`config.mk`:
```
export PLATFORM = sky130hd
export DESIGN_NAME = shared_counter_ctrl
export DESIGN_NICKNAME = d
export VERILOG_FILES = /design/src/rtl/shared_counter_pkg.sv /design/src/rtl/shared_counter_ctrl_carry.sv /design/src/rtl/shared_counter_ctrl.sv
export SDC_FILE = /design/constraint.sdc
export NUM_CORES = 1
export LEC_CHECK = 0
export CORE_MARGIN = 3
export CORE_UTILIZATION = 25
export DETAILED_ROUTE_END_ITERATION = 10
export GPL_ROUTABILITY_DRIVEN = 1
export SYNTH_ARGS = -nofsm -noshare
export SYNTH_HDL_FRONTEND = slang
export SYNTH_SLANG_ARGS = --single-unit
```
`constraint.sdc`:
```
create_clock -name clk -period 3.46 [get_ports clk]
set_clock_uncertainty 0.2 [all_clocks]
set_input_delay 0.692 -clock clk [delete_from_list [all_inputs] [get_ports clk]]
set_output_delay 0.692 -clock clk [all_outputs]
set_load 0.02 [all_outputs]
```
`src/rtl/shared_counter_pkg.sv`:
```
`default_nettype none
// ============================================================================
// Module   : shared_counter_pkg
// Purpose  : Shared command encoding and controller state type for the
//            shared counter controller and the subcounter slices it drives.
// Revision : 1.0  initial release
// ============================================================================
package shared_counter_pkg;

  // Per-slice 2-bit command codes (11 is unused and decodes as idle)
  localparam logic [1:0] CMD_RESET = 2'b00;
  localparam logic [1:0] CMD_INC   = 2'b01;
  localparam logic [1:0] CMD_IDLE  = 2'b10;

  // Controller states
  typedef enum logic [1:0] {
    INIT = 2'd0,
    RUN  = 2'd1,
    SAT  = 2'd2
  } state_t;

  // Map a slice increment enable onto its command code
  function automatic logic [1:0] slice_cmd(input logic inc_en);
    return inc_en ? CMD_INC : CMD_IDLE;
  endfunction

endpackage
`default_nettype wire

```
`src/rtl/shared_counter_ctrl_carry.sv`:
```
`default_nettype none
// ============================================================================
// Module   : slice_carry_chain
// Purpose  : Per-slice all-ones detect over the shadow count and a prefix-AND
//            that yields one increment enable per slice, plus a whole-counter
//            all-ones flag used for wrap and saturation decisions.
// Revision : 1.0  initial release
// ============================================================================
module slice_carry_chain #(
  parameter int GRANULARITY = 4,
  parameter int NUM_SLICES  = 4
) (
  input  logic [GRANULARITY*NUM_SLICES-1:0] i_shadow,
  output logic [NUM_SLICES-1:0]             o_inc_en,
  output logic                              o_all_ones
);

  logic [NUM_SLICES-1:0] w_slice_ones;

  genvar k;
  generate
    for (k = 0; k < NUM_SLICES; k++) begin : g_slice
      assign w_slice_ones[k] = &i_shadow[k*GRANULARITY +: GRANULARITY];

      // Slice 0 always counts; slice k counts only when every lower slice is full.
      // Each enable is a flat reduction so no bit depends on another enable bit.
      if (k == 0) begin : g_lsb
        assign o_inc_en[k] = 1'b1;
      end else begin : g_upper
        assign o_inc_en[k] = &w_slice_ones[k-1:0];
      end
    end
  endgenerate

  assign o_all_ones = &w_slice_ones;

endmodule
`default_nettype wire

```
`src/rtl/shared_counter_ctrl.sv`:
```
`default_nettype none
// ============================================================================
// Module   : shared_counter_ctrl
// Purpose  : Upstream command generator for a chain of subcounter slices that
//            together form one WIDTH-bit counter. Accepts clear/increment
//            requests, issues one registered command per slice with carries
//            resolved from a shadow copy, checks the slices against the shadow,
//            flags overflow and optionally saturates.
// Revision : 1.0  initial release
// ============================================================================
module shared_counter_ctrl
  import shared_counter_pkg::*;
#(
  parameter  int WIDTH       = 16,
  parameter  int GRANULARITY = 4,
  parameter  int SATURATE    = 0,
  localparam int NUM_SLICES  = WIDTH / GRANULARITY
) (
  input  logic                    clk,
  input  logic                    rst_n,
  input  logic                    req_valid,
  input  logic                    req_op,
  output logic                    req_ready,
  output logic [2*NUM_SLICES-1:0] sub_cmd_out,
  input  logic [WIDTH-1:0]        slice_data_in,
  output logic [WIDTH-1:0]        count_out,
  output logic                    overflow,
  output logic                    mismatch
);

  localparam int CMDW = 2 * NUM_SLICES;

  // FSM
  state_t              r_state;
  state_t              w_state_nxt;

  // Command / shadow datapath
  logic [CMDW-1:0]       r_cmd;
  logic [CMDW-1:0]       w_cmd_nxt;
  logic [WIDTH-1:0]      r_count;
  logic [WIDTH-1:0]      w_count_nxt;
  logic [WIDTH-1:0]      w_count_inc;
  logic                  r_overflow;
  logic                  w_overflow_nxt;

  // Checker
  logic [WIDTH-1:0]      r_exp;
  logic                  r_chk_en;
  logic                  r_mismatch;

  // Decode helpers
  logic [NUM_SLICES-1:0] w_inc_en;
  logic                  w_all_ones;
  logic                  w_accept;
  logic                  w_do_inc;
  logic                  w_do_clr;
  logic                  w_inc_max;
  logic                  w_hold;

  slice_carry_chain #(
    .GRANULARITY (GRANULARITY),
    .NUM_SLICES  (NUM_SLICES)
  ) u_carry (
    .i_shadow   (r_count),
    .o_inc_en   (w_inc_en),
    .o_all_ones (w_all_ones)
  );

  assign w_accept    = req_valid & req_ready;
  assign w_do_clr    = w_accept & req_op;
  assign w_do_inc    = w_accept & ~req_op;
  assign w_count_inc = r_count + WIDTH'(1);
  assign w_inc_max   = &w_count_inc;
  // In saturating builds a full counter, or the SAT state, freezes increments.
  assign w_hold      = (SATURATE != 0) && ((r_state == SAT) || w_all_ones);

  // State register
  always_ff @(posedge clk or negedge rst_n) begin
    if (!rst_n) begin
      r_state <= INIT;
    end else begin
      r_state <= w_state_nxt;
    end
  end

  // Next-state logic: INIT lasts one cycle; SAT is entered by the increment reaching all-ones
  always_comb begin
    w_state_nxt = r_state;
    case (r_state)
      INIT: w_state_nxt = RUN;
      RUN: begin
        if (w_do_inc && (SATURATE != 0) && (w_inc_max || w_all_ones)) begin
          w_state_nxt = SAT;
        end
      end
      SAT: begin
        if (w_do_clr) begin
          w_state_nxt = RUN;
        end
      end
      default: w_state_nxt = INIT;
    endcase
  end

  // FSM outputs: requests are taken in every state except INIT
  always_comb begin
    req_ready = (r_state == RUN) || (r_state == SAT);
  end

  // Next command, shadow count and overflow for the request (if any) accepted this cycle
  always_comb begin
    w_cmd_nxt      = {NUM_SLICES{CMD_IDLE}};
    w_count_nxt    = r_count;
    w_overflow_nxt = 1'b0;
    if (w_do_clr) begin
      w_cmd_nxt   = {NUM_SLICES{CMD_RESET}};
      w_count_nxt = '0;
    end else if (w_do_inc && !w_hold) begin
      for (int k = 0; k < NUM_SLICES; k++) begin
        w_cmd_nxt[2*k +: 2] = slice_cmd(w_inc_en[k]);
      end
      w_count_nxt    = w_count_inc;
      // Wrapping build: pulse on all-ones -> zero. Saturating build: pulse on reaching all-ones.
      w_overflow_nxt = (SATURATE == 0) ? w_all_ones : w_inc_max;
    end
  end

  // Command, shadow and overflow registers; reset drives CMD_RESET so slices clear while held
  always_ff @(posedge clk or negedge rst_n) begin
    if (!rst_n) begin
      r_cmd      <= {NUM_SLICES{CMD_RESET}};
      r_count    <= '0;
      r_overflow <= 1'b0;
    end else begin
      r_cmd      <= w_cmd_nxt;
      r_count    <= w_count_nxt;
      r_overflow <= w_overflow_nxt;
    end
  end

  // Checker: shadow delayed one edge lines up with the slices applying the command; mismatch is sticky
  always_ff @(posedge clk or negedge rst_n) begin
    if (!rst_n) begin
      r_exp      <= '0;
      r_chk_en   <= 1'b0;
      r_mismatch <= 1'b0;
    end else begin
      r_exp      <= r_count;
      r_chk_en   <= r_chk_en | (r_state != INIT);
      r_mismatch <= r_mismatch | (r_chk_en & (slice_data_in != r_exp));
    end
  end

  assign sub_cmd_out = r_cmd;
  assign count_out   = r_count;
  assign overflow    = r_overflow;
  assign mismatch    = r_mismatch;

endmodule
`default_nettype wire

```
==> Word-level counts from Yosys, hierarchy flattened <==
Cells that the tools add are included.
Widths: inputs -> output; s select.
{ "op_classes": {"addsub": 1, "mul": 0, "div": 0, "n_lt_le_gt_ge": 0, "n_eq_ne": 4, "shift": 0, "mux": 11, "n_bitwise": 8, "n_reduce_logical": 9} }
{ "op_table": {"columns": ["operator", "n"], "rows": [
  ["$mux 16", 2],
  ["$add 16x1->16 const B", 1],
  ["$mux 8", 2],
  ["$ne 16x16->1", 1],
  ["$reduce_and 16->1", 1],
  ["$reduce_and 12->1", 1],
  ["$mux 2", 4],
  ["$reduce_and 8->1", 1],
  ["$pmux 2 s3", 1],
  ["$and 1x1->1", 4],
  ["$reduce_and 4->1", 1],
  ["$reduce_bool 2->1", 2],
  ["$eq 2x1->1 const B", 1],
  ["$eq 2x2->1 const B", 1],
  ["$logic_not 2->1", 1],
  ["$mux 1", 2],
  ["$ne 2x2->1 const B", 1],
  ["$not 1->1", 2],
  ["$or 1x1->1", 2],
  ["$reduce_and 2->1", 1],
  ["$logic_or 1x1->1", 1]
]} }
{ "totals": {"ff_bits": 45, "latch_bits": 0, "ram_bits": 0, "romBits": 0, "in_bits": 20, "output_inout_bits": 27, "word_cells": 40, "mem_count": 0} }

==> Longest topological paths before layout <==
Gate-level depths: netlist (run 1).
{ "logic_depth": {"depth_word": 6, "mapped_depth": 7, "ltp_nobuf": 5} }

==> Modules after synthesis <==
A second synthesis (run 1) with hierarchy kept.
{ "hier_totals": {"hier_cells": 154, "area_unflattened_um2": 1815.5} }
{ "by_module_without_submodules": {"columns": ["module", "n_inst", "cells_per_inst", "area_per_inst_um2", "seq_area_each_um2"], "rows": [
  ["shared_counter_ctrl", 1, 144, 1747.9, 1101.1],
  ["slice_carry_chain", 1, 10, 67.6, 0.0]
]} }

==> Least setup slack after synthesis (run 1) <==
OpenSTA, ideal clock, no wires.
{ "synth_timing": {"path_type": "input to register", "startpoint": "input port req_valid", "endpoint": "register r_count[15], in the netlist count_out[15]", "setup_ps": 77, "t_arrival_ps": 1907, "t_required_ps": 3183, "slack_ps": 1276, "cell_stages": 6, "path_buffers": 1, "cell_sequence": "and2_1 -> buf_4 -> inv_2 -> or4_4 -> or3_1 -> a21oi_1"} }
{ "synth_via": {"elab_chain_len": 3, "word_cells_on_any_way": 5, "cone_classes": "mux: 1; bitwise: 3; reduce/logical: 1"} }
{ "synth_lines": {"columns": ["element", "line_no", "source"], "rows": [
  ["start: declaration", "shared_counter_ctrl.sv:21", "input logic req_valid,"],
  ["$and 1x1->1 *", "shared_counter_ctrl.sv:69", "assign w_accept = req_valid & req_ready;"],
  ["$and 1x1->1 (on tied branches)", "shared_counter_ctrl.sv:70, shared_counter_ctrl.sv:71", null],
  ["$mux 16 or $reduce_bool 2->1 (tied branches)", null, null],
  ["end signal: assignment", "shared_counter_ctrl.sv:136", "r_count <= w_count_nxt;"],
  ["end: declaration", "shared_counter_ctrl.sv:40", "logic [WIDTH-1:0] r_count;"]
]} }
Every way passes the cells marked *; elsewhere a longest branch is shown, timed or not.
A chain may end at the register's enable or synchronous reset.

==> Worst setup path in the final report (run 1) <==
Same ends and word-level chain as after synthesis.

==> results.ini, run 1 <==
[synthesis]
synth_area_um2 = 1785
netlist.area_leader.share_pct = 61.67
synth_edf_count = 0
synth-compound-area-share_pct = 5.186
synthTopCellsByArea = dfrtp_1 62%, xor2_1 9.3%, nor2_1 3.2%
yosysWarnings = 0
synthArstFlopShare_pct = 100.0
synthSimpleGateAreaFrac_pct = 18.36
syn-instance-count = 154
ys_types = 33
yosys.area_share.xor_xnor_pct = 11.28
synthFlopType = dfrtp_1
synth_top_family_by_area = simple AND/OR/NAND/NOR gates
ys_ff_latch = 44
synth_top_area_cell = dfrtp_1
synth_fa_ha_area_share_pct = 0.7008
syn_nets = 175
syn_area_per_cell_um2 = 11.59
yosysSeqAreaShare_pct = 61.67
synthMuxAreaShare_pct = 0.6307

[pwr]
p_total_mw = 1.047
power.leakage_nw = 1.077
p_per_area_nw_per_um2 = 426.4
ir_worst_vdd_v = 0.0001501

[critical_path]
worst_ep_arrival_time_ps = 2580
rrSetupSlack_ps = 1240
reg2reg_depth = 5
worstSetupStartpointType = primary input
required_ps = 3490
worstSetupEndpointType = flop
path_class = in -> reg
crit_fanout = 13
worstReg2RegStart = count_out[1]$_DFFE_PN0N_
r2r-end = overflow$_DFF_PN0_

[cts]
cts-htree-levels = 2
cts_inserted_buffers = 5
post-cts-setup-buffer-count = 0
cts.sinks = 44
clk_latency_ps = 310
clockRootBuffer = clkbuf_8
cts_buffer_depth = 2
cts_resized = 0
clkTransAtPathRegs_ps = 80
cts_tree = yes
holdBufCountCts = 0

[placement]
dp_hpwl_um = 2994
place_congestion = 0.9029
io_buffers = 46

[floorplan]
core_area_um2 = 6869
start_util_pct = 25.99
die-area_um2 = 8192
dieWidth_um = 90.51
rows = 30
die_y_um = 90.51
num_io_pins = 47

[detailed_routing]
wl_per_cell_um = 14.10
drc = 0
via_count = 1312
first_pass_iters = 4
wl_um = 4202
antenna_left = 0
vias_per_cell = 4.403
drt-initial-drc-count = 104

[timing]
fin_crit_ps = 2557
hold_viol_final = 0
fmax_ghz = 0.3911
min_period_over_period_pct = 73.90
rsz0062_at_grt = no
setup_violations = 0
relSlewSlack_pct = 37.04
drv_slew = 0
setup_tns_ps = 0
worst_slew_pin_slew_ps = 944.4

[global_routing]
use_met2_pct = 16.62
grt_first_pass_wirelength_um = 6996
grt_pass1_vias = 1323
grtUsageMet1_pct = 13.71
antenna_found_initial = 0
overflow = 0
track_usage_pct = 10.91
grt_max_degree = 45
grt_util_met3_pct = 3.167
top_usage_layer = met2

[finish]
multi_input_area_um2 = 649.4
antennaDiodeCount = 0
n_fill_cell = 683
fin_nets = 222
seq_area_um2 = 1101
drive_gt1_share_pct = 7.426
syn_to_final_growth_pct = 37.49

[min_path]
holdPathStages = 1
holdCritPathClass = reg -> reg
hp-start = mismatch$_DFF_PN0_
whs_endpoint = mismatch$_DFF_PN0_

[run]
cap_violations = 0

[outcome]
status = complete, no violations

==> critical path, stage by stage <==
cell and delay (ps):
clkdlybuf4s50_1 480, and2_1 250, inv_2 150, or4_4 560
or3_1 310, a21oi_1 140
==> worst max path at each step <==
stage / from / to / slack [ps] / depth (start not counted)
after global routing: req_valid / count_out[15]$_DFFE_PN0N_ / 810 / 6
final: req_valid / count_out[15]$_DFFE_PN0N_ / 900 / 6
after floorplan: req_valid / count_out[15]$_DFFE_PN0N_ / 1280 / 6
after global placement: req_valid / count_out[15]$_DFFE_PN0N_ / 630 / 6
after CTS: req_valid / count_out[15]$_DFFE_PN0N_ / 920 / 6
after detailed placement: req_valid / count_out[15]$_DFFE_PN0N_ / 600 / 6
==> synth_stat cells, types with 2 or more instances <==
master,n
nand4_1,7
nand3_1,6
nor3_1,3
dfrtp_1,44
o21ai_0,9
xor2_1,19
a31oi_1,2
and3_1,6
nand2_1,6
clkbuf_1,4
xnor2_1,4
nor2_1,15
nor4_1,6
a21oi_1,4
==> metal layers <==
layer  share of wire, %  up-vias  wire (um)
li1                   -      627          -
met1                 45      632       1902
met2                 46       43       1929
met3                5.8       10        244
met4                3.0        0        125
met5                  0        -          0
==> registers in the layout (all words and copies together), names as in the netlist <==
register / cells
mismatch: 1
count_out: 16
r_exp: 16
overflow: 1
r_chk_en: 1
sub_cmd_out: 8
r_state: 1
==> final cells by class <==
| cell class | count | share of cell area, % |
|---|---|---|
| well taps | 96 | 4.893 |
| multi-input cells | 102 | 26.45 |
| inverters | 2 | 0.3058 |
| clock inverters | 2 | 1.580 |
| clock buffers | 6 | 3.364 |
| repair buffers | 46 | 18.55 |
| flip-flops and latches | 44 | 44.85 |
==> cells in the final DEF (no fill, tap or decap), types with 2 or more instances in the layout <==
cell             instances
clkdlybuf4s50_1         45
dfrtp_1                 44
xor2_1                  19
nor2_1                  15
o21ai_0                  9
nand4_1                  7
and3_1                   6
nand2_1                  6
nor4_1                   6
nand3_1                  6
clkbuf_8                 6
xnor2_1                  4
a21oi_1                  4
nor3_1                   3
a31oi_1                  2
==> per-stage QoR <==
step | util [%] | instances | worst slack [ps] | hold slack, ps | instance area (um^2)
finish | 35.74 | 298 | 903.0 | 260.1 | 2455
detailed placement | 33.97 | 290 | 598.9 | 244.1 | 2333
global placement | 33.97 | 290 | 627.2 | 240.9 | 2333
CTS | 35.74 | 298 | 917.6 | 264.0 | 2455
global route | 35.74 | 298 | 809.7 | 294.6 | 2455
floorplan | - | 154 | 1276 | 196.4 | 1785
==> cell families after synthesis <==
| group | count (synthesis) |
|---|---|
| AOI/OAI and AO/OA | 17 |
| xor gates and xnor gates | 23 |
| adders and majority gates | 1 |
| buffers and inverters | 8 |
| DFF | 44 |
| muxes | 1 |
| other | 1 |
| and+or+nand+nor | 59 |
==> power by group <==
group | total (mW) | internal, mW | switching, mW
registers | 0.542 | 0.527 | 0.0159
logic | 0.0879 | 0.0441 | 0.0438
clock network | 0.416 | 0.236 | 0.180
total | 1.05 | 0.807 | 0.240
Note: power is estimated with default switching activity, not from simulation.
==> inputs of run 2 (changes only) <==
==> constraint.sdc (replaced) <==
create_clock -name clk -period 2.6 [get_ports clk]
set_clock_uncertainty 0.2 [all_clocks]
set_input_delay 0.52 -clock clk [delete_from_list [all_inputs] [get_ports clk]]
set_output_delay 0.52 -clock clk [all_outputs]
set_load 0.02 [all_outputs]
==> results.ini, run 2 (synthesis results as in run 1) <==
[detailed_routing]
drc = 0  ; unchanged
vias_per_cell = 4.340  ; was 4.403
via_count = 1315  ; was 1312
wl_um = 4115  ; was 4202 um
wl_per_cell_um = 13.58  ; was 14.10 um
antenna_left = 0  ; unchanged
drt-initial-drc-count = 112  ; was 104
first_pass_iters = 4  ; unchanged

[critical_path]
crit_chain = clkdlybuf4s50_1  ; was clkdlybuf4s50_1 > and2_1 > inv_2 > or4_4 > or3_1 > a21oi_1
required_ps = 1880  ; was 3490 ps
worstSetupEndpointType = output port  ; was flop
reg2reg_depth = 5  ; unchanged
critical_path_buf_inv_count = 1  ; was 2
worst_ep_arrival_time_ps = 1520  ; was 2580 ps
worstSetupStartpointType = flop  ; was primary input
worstReg2RegStart = count_out[1]$_DFFE_PN0N_  ; unchanged
crit_start = count_out[4]$_DFFE_PN0N_  ; was req_valid
path_class = reg -> out  ; was in -> reg
cp_top_family = buffers and inverters  ; was simple AND/OR/NAND/NOR gates
crit_cells = 1  ; was 6
crit_fanout = 9  ; was 13
cp_slowest_cell = clkdlybuf4s50_1  ; was or4_4
max_stage_delay_ps = 680  ; was 560 ps

[placement]
io_buffers = 46  ; unchanged
detailed_place.area_um2 = 2376  ; was 2333 um^2
dp_hpwl_um = 3072  ; was 2994 um
place_congestion = 0.8501  ; was 0.9029

[timing]
worst_slew_pin_slew_ps = 566.3  ; was 944.4 ps
fin_crit_ps = 2244
drv_slew = 0  ; unchanged
relSlewSlack_pct = 61.90  ; was 37.04%
setup_tns_ps = 0  ; unchanged
fmax_ghz = 0.4456
setup_violations = 0  ; unchanged
hold_viol_final = 0  ; unchanged
rsz0062_at_grt = no  ; unchanged
min_period_over_period_pct = 86.30

[finish]
fin_nets = 227  ; was 222
fin_area_um2 = 2507  ; was 2455 um^2
final_cell_mix = 45 x clkdlybuf4s50_1, 44 x dfrtp_1, 19 x xor2_1  ; unchanged
final_common_cell = clkdlybuf4s50_1  ; unchanged
drive_gt1_share_pct = 9.179  ; was 7.426%
syn_to_final_growth_pct = 40.43  ; was 37.49%
antennaDiodeCount = 0  ; unchanged

[cts]
cts-htree-levels = 2  ; unchanged
cts_inserted_buffers = 5  ; unchanged
cts.sinks = 44  ; unchanged
clkTransAtPathRegs_ps = 80  ; about the same
cts_buffer_depth = 2  ; unchanged
clockRootBuffer = clkbuf_8  ; unchanged
cts_tree = yes  ; unchanged
clk_latency_ps = 290  ; was 310 ps

[global_routing]
grt_first_pass_wirelength_um = 6927  ; was 6996 um
antenna_found_initial = 0  ; unchanged
overflow = 0  ; unchanged
grt_pass1_vias = 1302  ; was 1323
track_usage_pct = 10.48  ; was 10.91%
grt_max_degree = 24  ; was 45

[run]
cap_violations = 0  ; unchanged

[min_path]
holdCritPathClass = reg -> reg  ; unchanged
holdPathStages = 1  ; unchanged
hp-start = mismatch$_DFF_PN0_  ; unchanged

[pwr]
ir_worst_vdd_v = 0.0001935  ; was 0.0001501 V
p_clk_share_pct = 38.7  ; was 39.8%
p_switching_mw = 0.3026  ; was 0.2399 mW
p_total_mw = 1.383  ; was 1.047 mW
combPwrFrac_pct = 9.1  ; was 8.4%
p_per_area_nw_per_um2 = 551.4  ; was 426.4 nW/um^2
swShare_pct = 21.89  ; was 22.92%
internal_power_mw = 1.080  ; was 0.8067 mW
p_seq_share_pct = 52.2  ; was 51.8%
power.leakage_nw = 1.105  ; was 1.077 nW

[floorplan]
core_area_um2 = 6869  ; unchanged
start_util_pct = 25.99  ; unchanged
dieWidth_um = 90.51  ; unchanged
die_y_um = 90.51  ; unchanged
die-area_um2 = 8192  ; unchanged
rows = 30  ; unchanged
num_io_pins = 47  ; unchanged

[outcome]
status = complete, no violations  ; unchanged

## run 2: changes by cell type in the layout (fill, tap and decap cells not counted)
cell and delta:
buf_4 +3, buf_12 +1, dlygate4sd3_1 +1
## run 2: area by class of cell
cell class / instances / area, um^2
flip-flops and latches: 44 / 1101
inverters: 2 / 7.507
multi-input cells: 102 / 649.4
fillers: 680 / 4362
repair buffers: 51 / 508.0
clock inverters: 2 / 38.79
well taps: 96 / 120.1
clock buffers: 6 / 82.58
## run 2: metrics by stage
stage | setup slack, ps | std cells | hold WS, ps | utilization (%)
global placement | 150.3 | 294 | 240.8 | 34.59
floorplan | 555.0 | 154 | 24.41 | -
CTS | 337.5 | 303 | 267.4 | 36.50
finish | 356.1 | 303 | 262.7 | 36.50
global route | 284.2 | 303 | 287.6 | 36.50
detailed placement | 127.9 | 294 | 248.7 | 34.59
## run 2: path summary, 6_finish.rpt
| check | end | slack (ps) |
|---|---|---|
| min | mismatch$_DFF_PN0_ | 260 |
| max in group asynchronous | count_out[2]$_DFFE_PN0N_ | 1190 |
| max reg2reg | overflow$_DFF_PN0_ | 420 |
| min reg2reg | mismatch$_DFF_PN0_ | 260 |
| min in group asynchronous | r_exp[14]$_DFF_PN0_ | 520 |
| max | count_out[4] | 360 |
## run 2: metal layers
metal,track usage (%),vias up,share of wire [%]
met3,3.417,6,6.5
li1,-,641,-
met2,16.24,41,46
met4,3.827,0,1.7
met5,0,-,0
met1,13.65,627,46
## run 2: timing repair
item | CTS | global route
hold buffers | 1 | 0
gates resized for setup | 0 | 0
hold endpoints to repair | 11 | 0
buffers inserted | 0 | 0
## run 2: power groups by stage
stage	combinational [mW]	clock (mW)	sequential (mW)
6_report	0.126	0.536	0.721
5_1_grt	0.137	0.588	0.725
4_1_cts	0.129	0.553	0.721
3_5_place_dp	0.127	0	0.735
3_3_place_gp	0.127	0	0.735
2_1_floorplan	0.0345	0	0.743
==> inputs of run 3 (changes only) <==
--- a/config.mk
+++ b/config.mk
@@ -5,6 +5,7 @@
 export SDC_FILE = /design/constraint.sdc
 export NUM_CORES = 1
 export LEC_CHECK = 0
+export CORE_ASPECT_RATIO = 1.4
 export CORE_MARGIN = 3
 export CORE_UTILIZATION = 25
 export DETAILED_ROUTE_END_ITERATION = 10
==> results.ini, run 3 (synthesis results as in run 1) <==
[outcome]
status = complete, no violations  ; unchanged

[critical_path]
crit_fanout = 9  ; unchanged
crit_cells = 1  ; unchanged
path_class = reg -> out  ; unchanged
rrSetupSlack_ps = 450  ; was 420 ps
reg2reg_depth = 6  ; was 5
critical_path_buf_inv_count = 1  ; unchanged
cp_slowest_cell = clkdlybuf4s50_1  ; unchanged
worstSetupStartpointType = flop  ; unchanged
worstSetupEndpointType = output port  ; unchanged
worst_ep_arrival_time_ps = 1510  ; was 1520 ps
max_stage_delay_ps = 680  ; about the same
worstReg2RegStart = count_out[1]$_DFFE_PN0N_  ; unchanged
cp_top_family = buffers and inverters  ; unchanged
r2r-end = overflow$_DFF_PN0_  ; unchanged
crit_chain = clkdlybuf4s50_1  ; unchanged
required_ps = 1880  ; about the same

[global_routing]
antenna_found_initial = 0  ; unchanged
grt_first_pass_wirelength_um = 6989  ; was 6927 um
grt_pass1_vias = 1381  ; was 1302
overflow = 0  ; unchanged
grt_max_degree = 45  ; was 24
track_usage_pct = 10.87  ; was 10.48%

[pwr]
p_per_area_nw_per_um2 = 503.3  ; was 551.4 nW/um^2
ir_worst_vdd_v = 0.0002113  ; was 0.0001935 V
power.leakage_nw = 1.082  ; was 1.105 nW
p_total_mw = 1.230  ; was 1.383 mW

[detailed_routing]
wl_per_cell_um = 13.77  ; was 13.58 um
drt-initial-drc-count = 97  ; was 112
antenna_left = 0  ; unchanged
via_count = 1324  ; was 1315
vias_per_cell = 4.443  ; was 4.340
wl_um = 4102  ; was 4115 um
drc = 0  ; unchanged
first_pass_iters = 4  ; unchanged

[finish]
final_common_cell = clkdlybuf4s50_1  ; unchanged
fin_nets = 227  ; unchanged
fin_area_um2 = 2444  ; was 2507 um^2
antennaDiodeCount = 0  ; unchanged
final_cells = 298  ; was 303
n_fill_cell = 701  ; was 680
drive_gt1_share_pct = 8.738  ; was 9.179%
final_cell_mix = 45 x clkdlybuf4s50_1, 44 x dfrtp_1, 19 x xor2_1  ; unchanged
syn_to_final_growth_pct = 36.86  ; was 40.43%

[floorplan]
rows = 35  ; was 30
num_io_pins = 47  ; unchanged
dieWidth_um = 77.43  ; was 90.51 um
die_y_um = 106.0  ; was 90.51 um
die-area_um2 = 8206  ; was 8192 um^2
core_area_um2 = 6744  ; was 6869 um^2
start_util_pct = 26.47  ; was 25.99%

[timing]
holdWs_ps = 85.56  ; was 262.7 ps
rsz0062_at_grt = no  ; unchanged
drv_slew = 0  ; unchanged
setup_tns_ps = 0  ; unchanged
fin_crit_ps = 2234  ; was 2244 ps
min_period_over_period_pct = 85.91  ; was 86.30%
relSlewSlack_pct = 63.98  ; was 61.90%
setup_violations = 0  ; unchanged
worst_slew_pin_slew_ps = 540.3  ; was 566.3 ps
hold_viol_final = 0  ; unchanged
fmax_ghz = 0.4477  ; was 0.4456 GHz

[placement]
io_buffers = 46  ; unchanged
dp.cells = 291  ; was 294
dp_hpwl_um = 3063  ; was 3072 um
detailed_place.area_um2 = 2366  ; was 2376 um^2
place_congestion = 0.7877  ; was 0.8501

[cts]
cts.sinks = 44  ; unchanged
cts_inserted_buffers = 5  ; unchanged
cts_tree = yes  ; unchanged
post-cts-setup-buffer-count = 0  ; unchanged
holdBufCountCts = 0  ; was 1
cts_resized = 0  ; unchanged
clk_latency_ps = 290  ; about the same
clkTransAtPathRegs_ps = 80  ; about the same
cts-htree-levels = 2  ; unchanged
cts_buffer_depth = 2  ; unchanged
clockRootBuffer = clkbuf_8  ; unchanged

[min_path]
holdCritPathClass = in -> async  ; was reg -> reg

[run]
cap_violations = 0  ; unchanged

-- run 3: changes by cell type in the layout (fill, tap and decap cells not counted) --
cell	delta
clkinv_4	-1
clkbuf_1	+1
clkbuf_8	-1
clkinv_2	+1
buf_4	+2
dlygate4sd3_1	-1
buf_12	-1
bufinv_16	-1
-- run 3: worst max path at each step --
| stage | endpoint | start | slack [ps] |
|---|---|---|---|
| after floorplan | count_out[15]$_DFFE_PN0N_ | count_out[4]$_DFFE_PN0N_ | 550 |
| after global placement | count_out[15]$_DFFE_PN0N_ | req_valid | 120 |
| after detailed placement | count_out[15]$_DFFE_PN0N_ | req_valid | 100 |
| after CTS | count_out[4] | count_out[4]$_DFFE_PN0N_ | 350 |
| after global routing | count_out[4] | count_out[4]$_DFFE_PN0N_ | 300 |
| final | count_out[4] | count_out[4]$_DFFE_PN0N_ | 370 |
-- run 3: final cells by class --
class / instances / area, um^2 / area share [%]
sequential: 44 / 1101 / 45.06
multi-input combinational: 102 / 649.4 / 26.57
timing repair buffer: 51 / 493.0 / 20.17
tap: 92 / 115.1 / 4.711
clock buffer: 6 / 72.57 / 2.970
inverter: 2 / 7.507 / 0.3072
clock inverter: 1 / 5.005 / 0.2048
-- run 3: metrics by stage --
step / setup slack (ps) / utilization, %
4_1_cts: 347.0 / 36.23
5_1_grt: 302.3 / 36.23
3_3_place_gp: 123.7 / 35.08
6_report: 366.2 / 36.23
2_1_floorplan: 555.0 / -
3_5_place_dp: 101.1 / 35.08
-- run 3: per-layer routing --
layer	wire length [um]	vias to the layer above	part of all wire [%]	global-route usage, %
li1	-	640	-	-
met1	1660	649	40	11.94
met2	2157	29	53	19.41
met3	199	6	4.9	2.797
met4	85	0	2.1	4.962
met5	0	-	0	0
-- run 3: report_power, final --
part           total, mW  switching (mW)  leakage [nW]  internal (mW)
clock              0.385           0.203        0.0410          0.182
sequential         0.721          0.0202         0.580          0.701
combinational      0.123          0.0604         0.461         0.0627
total               1.23           0.284          1.08          0.946
